==> config.mk <==
export PLATFORM = sky130hd
export DESIGN_NAME = register_universal_flat
export DESIGN_NICKNAME = d
export VERILOG_FILES = /design/src/rtl/register_pkg.sv /design/src/rtl/register_universal_if.sv /design/src/rtl/register_universal_next.sv /design/src/rtl/register_universal.sv /design/src/flat_wrapper.sv
export SDC_FILE = /design/constraint.sdc
export NUM_CORES = 1
export LEC_CHECK = 0
export ABC_AREA = 0
export CORE_MARGIN = 4
export CORE_UTILIZATION = 24
export CTS_CLUSTER_SIZE = 12
export DETAILED_ROUTE_END_ITERATION = 8
export PLACE_DENSITY_LB_ADDON = 0.08
export SYNTH_ARGS = -nofsm -noshare
export SYNTH_HDL_FRONTEND = slang
export SYNTH_HIERARCHICAL = 1
export SYNTH_SLANG_ARGS = --single-unit
export TNS_END_PERCENT = 10
==> constraint.sdc <==
create_clock -name clock -period 1.94 [get_ports clock]
set_input_delay 0.291 -clock clock [delete_from_list [all_inputs] [get_ports clock]]
set_output_delay 0.291 -clock clock [all_outputs]
set_load 0.02 [all_outputs]
==> src/rtl/register_pkg.sv <==
// Shared definitions for the universal register: 3-bit operation codes,
// also used by the datapath decoder.
package register_pkg;

   typedef enum logic [2:0] {
      MODE_HOLD = 3'b000,
      MODE_LOAD = 3'b001,
      MODE_INC  = 3'b010,
      MODE_DEC  = 3'b011,
      MODE_SHL  = 3'b100,
      MODE_SHR  = 3'b101,
      MODE_ROL  = 3'b110,
      MODE_ROR  = 3'b111
   } mode_e;

   localparam int WIDTH_MIN = 2;
   localparam int WIDTH_MAX = 64;

endpackage

==> src/rtl/register_universal_if.sv <==
// Operation/result bundle of the universal register; master drives the
// operation, slave (the register) returns value and status.
interface register_universal_if #(
   parameter int WIDTH = 8
);
   logic             enable;
   logic [2:0]       mode;
   logic [WIDTH-1:0] data_in;
   logic             serial_in;
   logic [WIDTH-1:0] data_out;
   logic             carry_out;
   logic             zero;

   modport master (
      output enable, mode, data_in, serial_in,
      input  data_out, carry_out, zero
   );

   modport slave (
      input  enable, mode, data_in, serial_in,
      output data_out, carry_out, zero
   );
endinterface

==> src/rtl/register_universal_next.sv <==
// Combinational next-value/next-carry generator for the universal register.
// REGISTER_UNIVERSAL_SAT_EN makes INC/DEC stick at their limits instead of wrapping.
module register_universal_next
   import register_pkg::*;
#(
   parameter int WIDTH = 8
) (
   input  logic [WIDTH-1:0] v,
   input  logic             carry,
   input  logic [2:0]       mode,
   input  logic [WIDTH-1:0] data_in,
   input  logic             serial_in,
   output logic [WIDTH-1:0] next_value,
   output logic             next_carry
);

   // One extra bit captures wrap-around; the top bit is the carry/borrow.
   logic [WIDTH:0] inc_full;
   logic [WIDTH:0] dec_full;

   assign inc_full = {1'b0, v} + {{WIDTH{1'b0}}, 1'b1};
   assign dec_full = {1'b0, v} - {{WIDTH{1'b0}}, 1'b1};

   always_comb begin
      next_value = v;
      next_carry = carry;
      case (mode)
         MODE_HOLD: begin
            next_value = v;
            next_carry = carry;
         end
         MODE_LOAD: begin
            next_value = data_in;
            next_carry = 1'b0;
         end
         MODE_INC: begin
`ifdef REGISTER_UNIVERSAL_SAT_EN
            next_value = inc_full[WIDTH] ? v : inc_full[WIDTH-1:0];
`else
            next_value = inc_full[WIDTH-1:0];
`endif
            next_carry = inc_full[WIDTH];
         end
         MODE_DEC: begin
`ifdef REGISTER_UNIVERSAL_SAT_EN
            next_value = dec_full[WIDTH] ? v : dec_full[WIDTH-1:0];
`else
            next_value = dec_full[WIDTH-1:0];
`endif
            next_carry = dec_full[WIDTH];
         end
         MODE_SHL: begin
            next_value = {v[WIDTH-2:0], serial_in};
            next_carry = v[WIDTH-1];
         end
         MODE_SHR: begin
            next_value = {serial_in, v[WIDTH-1:1]};
            next_carry = v[0];
         end
         MODE_ROL: begin
            next_value = {v[WIDTH-2:0], v[WIDTH-1]};
            next_carry = v[WIDTH-1];
         end
         MODE_ROR: begin
            next_value = {v[0], v[WIDTH-1:1]};
            next_carry = v[0];
         end
         default: begin
            next_value = v;
            next_carry = carry;
         end
      endcase
   end

endmodule

==> src/rtl/register_universal.sv <==
// WIDTH-bit universal register: state, synchronous active-low reset, enable
// gating and zero flag. Saturating INC/DEC via REGISTER_UNIVERSAL_SAT_EN.
module register_universal
   import register_pkg::*;
#(
   parameter int WIDTH = 8
) (
   input  logic                 clock,
   input  logic                 nreset,
   register_universal_if.slave  bus
);

   logic [WIDTH-1:0] value;
   logic             carry;
   logic [WIDTH-1:0] next_value;
   logic             next_carry;

   register_universal_next #(
      .WIDTH (WIDTH)
   ) u_next (
      .v          (value),
      .carry      (carry),
      .mode       (bus.mode),
      .data_in    (bus.data_in),
      .serial_in  (bus.serial_in),
      .next_value (next_value),
      .next_carry (next_carry)
   );

   // Reset outranks enable; with enable low the generator output is never used,
   // so X on mode/data_in/serial_in cannot leak into the state.
   always_ff @(posedge clock) begin
      if (!nreset) begin
         value <= '0;
         carry <= 1'b0;
      end else if (bus.enable) begin
         value <= next_value;
         carry <= next_carry;
      end
   end

   assign bus.data_out  = value;
   assign bus.carry_out = carry;
   assign bus.zero      = (value == '0);

endmodule
==> src/flat_wrapper.sv <==
// flat-port wrapper written by rule: the top's interface ports become plain ports
module register_universal_flat import register_pkg::*;
#(
   parameter int WIDTH = 8
)
  (clock, nreset, bus_enable, bus_mode, bus_data_in, bus_serial_in, bus_data_out, bus_carry_out, bus_zero);
  register_universal_if #(.WIDTH(WIDTH)) bus_i ();
  input  logic clock;
  input  logic nreset;
  input wire logic [$bits(bus_i.enable)-1:0] bus_enable;
  input wire logic [$bits(bus_i.mode)-1:0] bus_mode;
  input wire logic [$bits(bus_i.data_in)-1:0] bus_data_in;
  input wire logic [$bits(bus_i.serial_in)-1:0] bus_serial_in;
  output wire logic [$bits(bus_i.data_out)-1:0] bus_data_out;
  output wire logic [$bits(bus_i.carry_out)-1:0] bus_carry_out;
  output wire logic [$bits(bus_i.zero)-1:0] bus_zero;
  assign bus_i.enable = bus_enable;
  assign bus_i.mode = bus_mode;
  assign bus_i.data_in = bus_data_in;
  assign bus_i.serial_in = bus_serial_in;
  assign bus_data_out = bus_i.data_out;
  assign bus_carry_out = bus_i.carry_out;
  assign bus_zero = bus_i.zero;
  register_universal #(.WIDTH(WIDTH)) u_core (.clock(clock), .nreset(nreset), .bus(bus_i));
endmodule
==> metrics <==
fillcell total 461; Die Wd 76.23 um; Place WS -0.1537 ns; maximum fanout along the worst path 12; Die Y 76.23 um; Post-DRT Antenna Nets 0; HP Class reg -> reg; detailed-route via count 1,271; largest net degree at the start of global routing 15; antenna violations before repair 0; DRT Pass-1 Iters 4; Net Sw Frac 0.3585; drt wl/cell 16.53 um; vias in the first global route 1,252; f_max 536.8 MHz; most frequent cells in the layout clkdlybuf4s50_1, buf_4, mux2i_1; Slew headroom 0.7530; P_sw 0.3045 mW; Post-CTS Setup Bufs 0; clk slew on worst S/H paths 0.05 ns; initial core utilization 0.2514; internal power 0.5449 mW; clock power share 0.268; worst slew pin tran 0.3705 ns; Power Density 537.5 mW/mm^2; most common cell after layout, fill and taps aside clkdlybuf4s50_1; type of the worst setup path reg -> reg; Longest Clk Path Bufs 2; crit end category flop; Min Hold Slack 0.5535 ns; CORE AREA 0.004444 sq mm; status finished clean; first-pass GRT wire length 6527 um; Synth Warn # 6; DRC viols 0; clock buffer count from CTS 3; hpwl dp 2863 um; Max-cap violations 0; area delta synth->final 41.43%; Port Buffers 24; Mapped Area 0.001117 sq mm; nets 202; syn_area_per_cell 7.499 sq um; Final Max Slew Viols 0; clk root buf clkbuf_8; total grt overflow 0; # clock sinks 9; WP data required 2.11 ns; final wirelength 3900 um; Final Hold Vio Count 0; Antenna Cells 0; # IOs 25; final setup margin 0.07696 ns; initial drt markers 96; syn nets 166; Setup Viol. Count Final 0; Final GP Congestion 0.8034; Worst EP arrival 2.04 ns; skew final 0.0009432 ns; Lkg Pwr 0.6423 nW; post-DR vias/cell 5.386; Die ar. 0.005811 sq mm; Mapped Cells 149; CTS tree yes; Seq/Total Area, Yosys 0.1613; clock latency on the worst-skew pair 0.23 ns; Site Rows 24; RSZ-0062 raised after global routing false; crit start category flop; H-tree levels 1; min cycle time layout 1.863 ns; Max VDD drop 0.0002925 V; sequential share of power 0.251; hold buffers post-CTS 0; Yosys reg bits 9; part of the cycle the worst path needs 0.9603; distinct cell type count after synthesis 44; gr usage total 0.1360; fraction of layout cells with a size suffix above 1 0.1739; combinational share of power 0.481
power groups by stage:
stage	logic (mW)	registers, mW	clock network (mW)
2_1_floorplan	0.239	0.232	0
3_3_place_gp	0.407	0.217	0
3_5_place_dp	0.405	0.216	0
4_1_cts	0.404	0.213	0.231
5_1_grt	0.446	0.215	0.244
6_report	0.408	0.213	0.228
synthesized netlist by cell type:
| master | instances | area, sq um |
|---|---|---|
| nor3_1 | 3 | 15.01 |
| o221ai_1 | 1 | 8.760 |
| a21boi_1 | 1 | 7.510 |
| nor3b_1 | 2 | 15.01 |
| a221oi_1 | 6 | 52.55 |
| nand2b_1 | 2 | 12.51 |
| ha_1 | 2 | 25.02 |
| o21ai_1 | 5 | 25.02 |
| a21o_1 | 1 | 7.510 |
| a31o_2 | 1 | 8.760 |
| nor2b_1 | 12 | 75.07 |
| xnor2_1 | 3 | 26.28 |
| o211ai_1 | 1 | 7.510 |
| or3_4 | 1 | 11.26 |
| o21ai_0 | 2 | 10.01 |
| or3b_1 | 1 | 8.760 |
| nand4_1 | 1 | 6.260 |
| o31a_1 | 1 | 8.760 |
| mux2i_1 | 16 | 160.2 |
| dfxtp_1 | 9 | 180.2 |
| and3_1 | 3 | 18.77 |
| or3_1 | 1 | 6.260 |
| a21boi_0 | 1 | 7.510 |
| o22ai_1 | 1 | 6.260 |
| nor4_1 | 1 | 6.260 |
| inv_1 | 7 | 26.28 |
| or4_1 | 3 | 22.52 |
| o32a_1 | 3 | 30.03 |
| a32oi_1 | 1 | 8.760 |
| buf_2 | 4 | 20.02 |
| nand2_1 | 3 | 11.26 |
| or2_0 | 1 | 6.260 |
| a21oi_1 | 9 | 45.04 |
| nor2_1 | 7 | 26.28 |
| and4_1 | 1 | 8.760 |
| nand3_1 | 8 | 40.04 |
| a31oi_1 | 5 | 31.28 |
| o21a_1 | 2 | 15.01 |
| xor2_1 | 1 | 8.760 |
| a41o_1 | 2 | 20.02 |
| buf_1 | 1 | 3.750 |
| a22o_1 | 1 | 8.760 |
| clkbuf_1 | 9 | 33.78 |
| buf_6 | 3 | 33.78 |
worst paths after layout:
kind              depth (start not counted)                endpoint  slack, ns                   start
setup / recovery                          7  u_core/bus.data_out[6]       0.08  u_core/bus.data_out[2]
setup reg to reg                          7  u_core/bus.data_out[6]       0.08  u_core/bus.data_out[2]
hold / removal                            2    u_core/bus.carry_out       0.55    u_core/bus.carry_out
hold reg to reg                           2    u_core/bus.carry_out       0.55    u_core/bus.carry_out
metrics by stage:
step | area, sq um | TNS [ns] | total power [mW] | std cells | utilization
CTS | 1568 | 0 | 0.8478 | 236 | 0.3528
finish | 1580 | 0 | 0.8494 | 236 | 0.3556
global placement | 1524 | -0.5608 | 0.6244 | 232 | 0.3429
detailed placement | 1524 | -0.5559 | 0.6202 | 232 | 0.3429
global route | 1580 | 0 | 0.9047 | 236 | 0.3556
floorplan | 1117 | 0 | 0.4712 | 149 | -
cell families after synthesis:
kind of cell               synth area share
DFF                                  0.1613
and+or+nand+nor                      0.2598
xor gates and xnor gates            0.03136
buffers and inverters                0.1053
muxes                                0.1433
adders and majority gates           0.02239
AOI/OAI and AO/OA                    0.2766
sequential cells by signal (all words and copies together), names as in the netlist:
register              count
u_core/bus.data_out       8
u_core/bus.carry_out      1
worst max-delay path, cell delays in order, from the launching register on:
cell and delay, ns:
dfxtp_1 0.31, buf_4 0.18, or3_4 0.41, or3_1 0.35, a21boi_1 0.20, o32a_1 0.17
mux2i_1 0.07, nor2b_1 0.10
per-layer routing:
metal,vias to the layer above,global-route usage,share of wire
met2,44,0.1863,0.42
met4,0,0.03261,0.011
met3,5,0.03310,0.063
met5,-,0,0
li1,627,-,-
met1,595,0.2084,0.51
final cells by class:
cell class | count | area (sq um) | share of cell area
Clock buffer | 4 | 45.04 | 0.02850
Inverter | 7 | 26.28 | 0.01663
Multi-Input combinational cell | 116 | 825.8 | 0.5226
Sequential cell | 9 | 182.7 | 0.1156
Tap cell | 52 | 65.06 | 0.04117
Timing Repair Buffer | 48 | 435.4 | 0.2755
repair_timing:
action / 4_1_cts / 5_1_grt
resized for setup: 1 / 4
gates cloned: 0 / 0
endpoints found under the setup margin: 1 / 3
pin swaps: 0 / 0
hold endpoints to repair: 0 / 0
Power figures use the tool's default switching activity.
